### config.mk
export PLATFORM = sky130hd
export DESIGN_NAME = retire_reclaim_flat
export DESIGN_NICKNAME = d
export VERILOG_FILES = /design/src/rtl/retire_reclaim_if.sv /design/src/rtl/retire_reclaim.sv /design/src/flat_wrapper.sv
export SDC_FILE = /design/constraint.sdc
export NUM_CORES = 1
export LEC_CHECK = 0
export ABC_AREA = 1
export CORE_MARGIN = 2
export CORE_UTILIZATION = 30
export DETAILED_ROUTE_END_ITERATION = 12
export HOLD_SLACK_MARGIN = 0.1
export PLACE_DENSITY = 0.51
export SLEW_MARGIN = 0
export SYNTH_ARGS = -nofsm -noshare
export SYNTH_HDL_FRONTEND = slang
export SYNTH_SLANG_ARGS = --single-unit
### constraint.sdc
create_clock -name clk -period 5.7 [get_ports clk]
set_clock_uncertainty 0.05 [all_clocks]
set_input_delay 0.57 -clock clk [delete_from_list [all_inputs] [get_ports clk]]
set_output_delay 0.57 -clock clk [all_outputs]
set_load 0.01 [all_outputs]
### src/rtl/retire_reclaim_if.sv
// Rename/execute-facing bundle of the retirement queue: alloc handshake, completion, flush
// and the registered retire/free outputs. master = rename/exec side, slave = the queue.
interface retire_reclaim_if #(
  parameter int PHYS_REGS = 16,
  parameter int DEPTH     = 8
);
  localparam int PW = $clog2(PHYS_REGS);
  localparam int TW = $clog2(DEPTH);

  logic                 alloc_valid;
  logic                 alloc_ready;
  logic [2*PW-1:0]      alloc_new;
  logic [2*PW-1:0]      alloc_old;
  logic [TW-1:0]        alloc_tag;
  logic                 complete_valid;
  logic [TW-1:0]        complete_tag;
  logic                 flush;
  logic                 retire_valid;
  logic [TW-1:0]        retire_tag;
  logic [PHYS_REGS-2:0] free_mask;
  logic [TW:0]          count;

  modport master (
    output alloc_valid, alloc_new, alloc_old, complete_valid, complete_tag, flush,
    input  alloc_ready, alloc_tag, retire_valid, retire_tag, free_mask, count
  );

  modport slave (
    input  alloc_valid, alloc_new, alloc_old, complete_valid, complete_tag, flush,
    output alloc_ready, alloc_tag, retire_valid, retire_tag, free_mask, count
  );
endinterface

### src/rtl/retire_reclaim.sv
// In-order retire queue returning stale phys regs (or, on flush, un-retired allocations) as a
// 1-cycle free_mask pulse; retire 1 cycle after done is seen; alloc_ready drops when full or flushing.
module retire_reclaim #(
  parameter int PHYS_REGS = 16,
  parameter int DEPTH     = 8
) (
  input logic              clk,
  input logic              rst,
  retire_reclaim_if.slave  bus
);
  localparam int PW = $clog2(PHYS_REGS);
  localparam int TW = $clog2(DEPTH);

  typedef struct packed {
    logic          valid;
    logic          done;
    logic [PW-1:0] new1;
    logic [PW-1:0] new0;
    logic [PW-1:0] old1;
    logic [PW-1:0] old0;
  } entry_t;

  entry_t               ent_q [DEPTH];
  entry_t               ent_d [DEPTH];
  logic [TW-1:0]        head_q, head_d;
  logic [TW-1:0]        tail_q, tail_d;
  logic [TW:0]          count_q, count_d;
  logic                 retire_valid_q, retire_valid_d;
  logic [TW-1:0]        retire_tag_q, retire_tag_d;
  logic [PHYS_REGS-2:0] free_mask_q, free_mask_d;
  logic                 do_alloc;
  logic                 do_retire;

  // Reg 0 is the discard reg and out-of-range indices match no bit, so both drop out here.
  function automatic logic [PHYS_REGS-2:0] reg_oh(input logic [PW-1:0] r);
    reg_oh = '0;
    for (int i = 1; i < PHYS_REGS; i++) begin
      if (int'(r) == i) reg_oh[i-1] = 1'b1;
    end
  endfunction

  assign bus.alloc_ready  = (count_q < (TW+1)'(DEPTH)) & ~bus.flush;
  assign bus.alloc_tag    = tail_q;
  assign bus.retire_valid = retire_valid_q;
  assign bus.retire_tag   = retire_tag_q;
  assign bus.free_mask    = free_mask_q;
  assign bus.count        = count_q;

  assign do_alloc  = bus.alloc_valid & bus.alloc_ready;
  assign do_retire = (count_q != '0) & ent_q[head_q].valid & ent_q[head_q].done & ~bus.flush;

  always_comb begin
    ent_d          = ent_q;
    head_d         = head_q;
    tail_d         = tail_q;
    count_d        = count_q;
    retire_valid_d = 1'b0;
    retire_tag_d   = retire_tag_q;
    free_mask_d    = '0;

    if (bus.flush) begin
      for (int i = 0; i < DEPTH; i++) begin
        if (ent_q[i].valid) begin
          free_mask_d = free_mask_d | reg_oh(ent_q[i].new0) | reg_oh(ent_q[i].new1);
        end
        ent_d[i] = '0;
      end
      head_d  = '0;
      tail_d  = '0;
      count_d = '0;
    end else begin
      if (bus.complete_valid && ent_q[bus.complete_tag].valid) begin
        ent_d[bus.complete_tag].done = 1'b1;
      end
      if (do_retire) begin
        ent_d[head_q].valid = 1'b0;
        ent_d[head_q].done  = 1'b0;
        head_d              = head_q + 1'b1;
        retire_valid_d      = 1'b1;
        retire_tag_d        = head_q;
        free_mask_d         = reg_oh(ent_q[head_q].old0) | reg_oh(ent_q[head_q].old1);
      end
      // Written last so a same-cycle completion to the tail slot cannot pre-mark the new op done.
      if (do_alloc) begin
        ent_d[tail_q] = '{valid: 1'b1, done: 1'b0,
                          new1: bus.alloc_new[2*PW-1:PW], new0: bus.alloc_new[PW-1:0],
                          old1: bus.alloc_old[2*PW-1:PW], old0: bus.alloc_old[PW-1:0]};
        tail_d        = tail_q + 1'b1;
      end
      count_d = count_q + (TW+1)'(do_alloc) - (TW+1)'(do_retire);
    end
  end

  always_ff @(posedge clk) begin
    if (rst) begin
      for (int i = 0; i < DEPTH; i++) ent_q[i] <= '0;
      head_q         <= '0;
      tail_q         <= '0;
      count_q        <= '0;
      retire_valid_q <= 1'b0;
      retire_tag_q   <= '0;
      free_mask_q    <= '0;
    end else begin
      for (int i = 0; i < DEPTH; i++) ent_q[i] <= ent_d[i];
      head_q         <= head_d;
      tail_q         <= tail_d;
      count_q        <= count_d;
      retire_valid_q <= retire_valid_d;
      retire_tag_q   <= retire_tag_d;
      free_mask_q    <= free_mask_d;
    end
  end
endmodule
### src/flat_wrapper.sv
// flat-port wrapper written by rule: the top's interface ports become plain ports
module retire_reclaim_flat 
#(
  parameter int PHYS_REGS = 16,
  parameter int DEPTH     = 8
)
  (clk, rst, bus_alloc_valid, bus_alloc_new, bus_alloc_old, bus_complete_valid, bus_complete_tag, bus_flush, bus_alloc_ready, bus_alloc_tag, bus_retire_valid, bus_retire_tag, bus_free_mask, bus_count);
  retire_reclaim_if #(.PHYS_REGS(PHYS_REGS), .DEPTH(DEPTH)) bus_i ();
  input logic clk;
  input logic rst;
  input wire logic [$bits(bus_i.alloc_valid)-1:0] bus_alloc_valid;
  input wire logic [$bits(bus_i.alloc_new)-1:0] bus_alloc_new;
  input wire logic [$bits(bus_i.alloc_old)-1:0] bus_alloc_old;
  input wire logic [$bits(bus_i.complete_valid)-1:0] bus_complete_valid;
  input wire logic [$bits(bus_i.complete_tag)-1:0] bus_complete_tag;
  input wire logic [$bits(bus_i.flush)-1:0] bus_flush;
  output wire logic [$bits(bus_i.alloc_ready)-1:0] bus_alloc_ready;
  output wire logic [$bits(bus_i.alloc_tag)-1:0] bus_alloc_tag;
  output wire logic [$bits(bus_i.retire_valid)-1:0] bus_retire_valid;
  output wire logic [$bits(bus_i.retire_tag)-1:0] bus_retire_tag;
  output wire logic [$bits(bus_i.free_mask)-1:0] bus_free_mask;
  output wire logic [$bits(bus_i.count)-1:0] bus_count;
  assign bus_i.alloc_valid = bus_alloc_valid;
  assign bus_i.alloc_new = bus_alloc_new;
  assign bus_i.alloc_old = bus_alloc_old;
  assign bus_i.complete_valid = bus_complete_valid;
  assign bus_i.complete_tag = bus_complete_tag;
  assign bus_i.flush = bus_flush;
  assign bus_alloc_ready = bus_i.alloc_ready;
  assign bus_alloc_tag = bus_i.alloc_tag;
  assign bus_retire_valid = bus_i.retire_valid;
  assign bus_retire_tag = bus_i.retire_tag;
  assign bus_free_mask = bus_i.free_mask;
  assign bus_count = bus_i.count;
  retire_reclaim #(.PHYS_REGS(PHYS_REGS), .DEPTH(DEPTH)) u_core (.clk(clk), .rst(rst), .bus(bus_i));
endmodule
# Word-level counts from Yosys, hierarchy flattened
# Index checks and enable logic that the tools add are counted.
# Widths: inputs -> output; s select.
# op_classes
eq_ne,270
order_cmp,7
mux,851
bitwise_logic,25
addsub,4
n_reduce_logical,7
# ops
operator,count
$mux 1,811
$mux 144,5
$bwmux 144,4
$eq 4x4->1 const B,144
$eq 4x3->1 const B,72
$mux 15,17
$or 15x15->15,16
$demux 18 s3,4
$eq 4x2->1 const B,36
$bmux 18 s3,2
$mux 18,6
$eq 4x1->1 const B,18
$mux 17,2
$ge 4x4->1 const B,3
$lt 4x1->1 const B,3
$not 3->4,3
$add 3x1->3 const B,2
$and 1x1->1,5
$add 4x1->4,1
$logic_and 1x1->1,4
$lt 4x4->1 const B,1
$reduce_bool 4->1,1
$sub 4x1->4,1
$reduce_and 2->1,1
2 further kinds,2
# totals
out_inout_bits,27
reg_bits,173
input_bits,24

# Depth between registers and ports, before layout
# logic_depth
depth_word,35
depth_mapped,18
ltp_nobuf,16

# Worst setup path after synthesis
# Ideal clock, no wire load.
# synth_path
path_type,input port to flip-flop
startpoint,input bus_flush
endpoint,register u_core.count_q[2] (netlist: u_core.bus.count[2])
t_required_ps,5522
arrival_time_ps,2399
setup_time_ps,128
cell_stages,14
setup_slack_ps,3124
path_buffers,2
cell_sequence,buf_4 inv_1 nand2_1 a21oi_4 nand3_4 inv_2 buf_6 ha_1 inv_1 ha_1 inv_1 fa_1 xor2_1 nor2_1
# synth_lines
element,line_no,text
from (decl),flat_wrapper.sv:16,input wire logic [$bits(bus_i.flush)-1:0] bus_flush;
$not 1->1 (no line),--,
$and 1x1->1,retire_reclaim.sv:50,assign do_retire = (count_q != '0) & ent_q[head_q].valid & ent_q[head_q].done & ~bus.flush;
via u_core.do_retire,retire_reclaim.sv:32,logic do_retire;
$sub 4x1->4,retire_reclaim.sv:90,count_d = count_q + (TW+1)'(do_alloc) - (TW+1)'(do_retire);
to (signal assigned),retire_reclaim.sv:107,count_q <= count_d;
to (decl),retire_reclaim.sv:27,"logic [TW:0] count_q, count_d;"
# The timed path passes the listed nets, and every way through them passes these cells.
# A chain may end at the register's enable or synchronous reset.

# Worst setup path after layout
# layout_path
startpoint,register u_core.head_q[1]
endpoint,register u_core.count_q[2] (netlist: u_core.bus.count[2])
# layout_via
elab_chain_len,8
# layout_rtl
element,line_no,text
from (decl),retire_reclaim.sv:25,"logic [TW-1:0] head_q, head_d;"
from (signal assigned),retire_reclaim.sv:97,head_q <= '0;
from (signal assigned),retire_reclaim.sv:105,head_q <= head_d;
$not 3->4 (implied by the code) (*),retire_reclaim.sv:50,
$bmux 18 s3 (*),retire_reclaim.sv:50,
$mux 18 (implied by the code) (*) (2 in series),retire_reclaim.sv:50,
$and 1x1->1,retire_reclaim.sv:50,
$and 1x1->1 (*) (2 in series),retire_reclaim.sv:50,
$sub 4x1->4 (*),retire_reclaim.sv:90,
# Mark *: on every way between the ends. The rest lies on a longest branch, timed or not. The select of a mux whose other input is x is not followed.

==> results.cfg <==
[run_status]
outcome = completed

[cts]
numCtsBuffers = 17
clk_latency_ns = 0.46
root_buffer = clkbuf_16
post-cts-setup-buffer-count = 0
cts_tree = done
clkTransAtPathRegs_ns = 0.08
cts_sinks = 173
htree_levels = 4
clockBufferDepth = 2
ctsHoldBuffers = 0
cts_resized = 0

[layout]
final.fill_count = 3811
final_area_sq_um = 11800
mostFrequentLayoutCells = nand2_1, nor2_1, o21ai_0
diodes = 0
nNetsFinal = 1799
drive_gt1_frac = 0.0337
syn_to_final_growth_pct = 13.6
layout_commonest_cell = nand2_1

[synthesis]
synth_top_area_frac = 0.334
yosys_warnings = 0
syn_area_sq_um = 10400
syn_nets = 1801
ys_types = 32
netlist_instances = 1769
ys_seq_elements = 173
ys_seq_area_frac = 0.334
syn_area_per_cell_sq_um = 5.86
synth_area_leaders = dfxtp_1, nand2_1, nor2_1
synth_largest_area_cell = dfxtp_1

[power]
peakVddDrop_mv = 0.224
cellLeakagePower_uw = 0.00477
p_per_area_nw_per_um2 = 228
finalPower_uw = 2680

[floorplan]
dieWidth_um = 190
ioPinCount = 51
die-area_sq_um = 36100
core_sq_um = 34300
rows = 68
die_y_um = 190
initial_core_util = 0.302

[worst_setup_path]
cp_max_fo = 22
worstReg2RegStart = u_core.head_q[1]$_SDFFE_PP0P_
crit_arrival_ns = 3.97
critical_path_class = reg2reg
required_ns = 5.99
worst_r2r_path_depth = 14
crit_path_start_kind = register
timing.rr.end = u_core.bus.count[2]$_SDFF_PP0_
end_kind = register
ff2ff_setup_slack_ns = 2.02

[detailed_routing]
antenna_left = 0
first_pass_iters = 5
via_per_inst = 4.94
routed_wl_mm = 37.8
drtIter0Drc = 771
drt-wirelength-per-cell_um = 16.9
num_vias = 11048
drc = 0

[sta]
period_needed_ns = 3.68
clock.fmax_mhz = 272
finalMaxSlewViolations = 0
maxSlewHeadroom = 0.315
post-route-period-util = 0.646
setup_viol = 0
setup_ws_ns = 2.02
rsz0062_at_grt = false
hold_viol = 0
worstMarginPinSlew_ns = 1.03
setup_tns_ns = 0

[global_routing]
antenna_found_initial = 0
grt_max_degree = 67
grt_use_total = 0.213
grt_pass1_vias = 10289
grt_pass1_wl_mm = 58.7
grt_overflow = 0

[placed_design]
place.gp.congestion = 0.951
dp_hpwl_mm = 27.8
dpl_worst_slack_ns = 1.88
port_buffers = 50
placed_cell_area_sq_um = 11100

[hold_path]
hold_depth = 2
whs_endpoint = u_core.ent_q[24]$_SDFFE_PP0P_
worst_hold_path_type = reg2reg
worstHoldStart = u_core.ent_q[24]$_SDFFE_PP0P_

[run]
drv_cap = 0
worst max-delay path: stages, from the launching register on:
cell	delay (ns)
dfxtp_1	0.76
inv_2	0.25
nor2_2	0.58
nand3_1	0.14
nand2_1	0.15
nor2_4	0.07
nand3_4	0.20
inv_2	0.21
ha_1	0.32
inv_1	0.05
ha_1	0.14
inv_1	0.06
fa_1	0.37
xor2_1	0.16
nor2_1	0.05
cell families (layout without fill, tap and decap cells):
logic type      count (synthesis)  count (layout)  share of synthesized area
compound gates                407             407                      0.204
fa+ha+maj                       8               8                     0.0104
flops                         173             173                      0.334
simple gates                  922             922                      0.350
xor+xnor                        1               1                   0.000845
buf+inv                       258             269                      0.101
final cells by class:
type,instances,area (sq um),area share
Clock buffer,20,457,0.0388
Clock inverter,12,184,0.0156
Inverter,178,668,0.0568
Multi-Input combinational cell,1338,5860,0.498
Sequential cell,173,3460,0.294
Tap cell,455,569,0.0484
Timing Repair Buffer,59,568,0.0483
how the worst max path moves through the flow:
stage	slack [ns]	startpoint	cells past startpoint	end
2_1_floorplan	3.12	bus_flush	14	u_core.bus.count[2]$_SDFF_PP0_
3_3_place_gp	1.92	bus_flush	13	u_core.bus.count[2]$_SDFF_PP0_
3_5_place_dp	1.88	bus_flush	8	u_core.ent_q[113]$_SDFFE_PP0P_
4_1_cts	2.01	u_core.head_q[1]$_SDFFE_PP0P_	14	u_core.bus.count[2]$_SDFF_PP0_
5_1_grt	1.72	u_core.head_q[1]$_SDFFE_PP0P_	14	u_core.bus.count[2]$_SDFF_PP0_
6_report	2.02	u_core.head_q[1]$_SDFFE_PP0P_	14	u_core.bus.count[2]$_SDFF_PP0_
metrics by stage:
stage	cells	utilization	hold WS, ns
2_1_floorplan	1769	-	0.379
3_3_place_gp	2203	0.325	0.390
3_5_place_dp	2203	0.325	0.395
4_1_cts	2235	0.343	0.406
5_1_grt	2235	0.343	0.427
6_report	2235	0.343	0.403
sequential cells by signal (all words and copies together) (netlist names):
signal and count:
u_core.ent_q 144, u_core.bus.free_mask 15, u_core.bus.count 4, u_core.bus.alloc_tag 3, u_core.bus.retire_tag 3, u_core.head_q 3
u_core.bus.retire_valid 1
synthesized netlist by cell type, drive strengths merged:
library cell	n
nand2	552
dfxtp	173
nor3	6
nand3	73
nand4	7
buf	29
o211ai	2
nor2	282
o22ai	43
clkinv	2
a21oi	146
a31oi	1
inv	176
fa	1
o21a	1
o21ai	213
ha	7
xor2	1
a211oi	1
or2	2
clkbuf	51
where the power goes:
| part | internal [uW] | leakage, uW | switching, uW |
|---|---|---|---|
| clock network | 763 | 0.000313 | 544 |
| logic | 43.5 | 0.00306 | 106 |
| registers | 1210 | 0.00140 | 7.32 |
layer usage:
layer  track usage  routed length, um
met5             0                  0
met4        0.0850               1300
met3        0.0279               1530
met2         0.359              17700
met1         0.274              17300
Power figures use the tool's default switching activity.
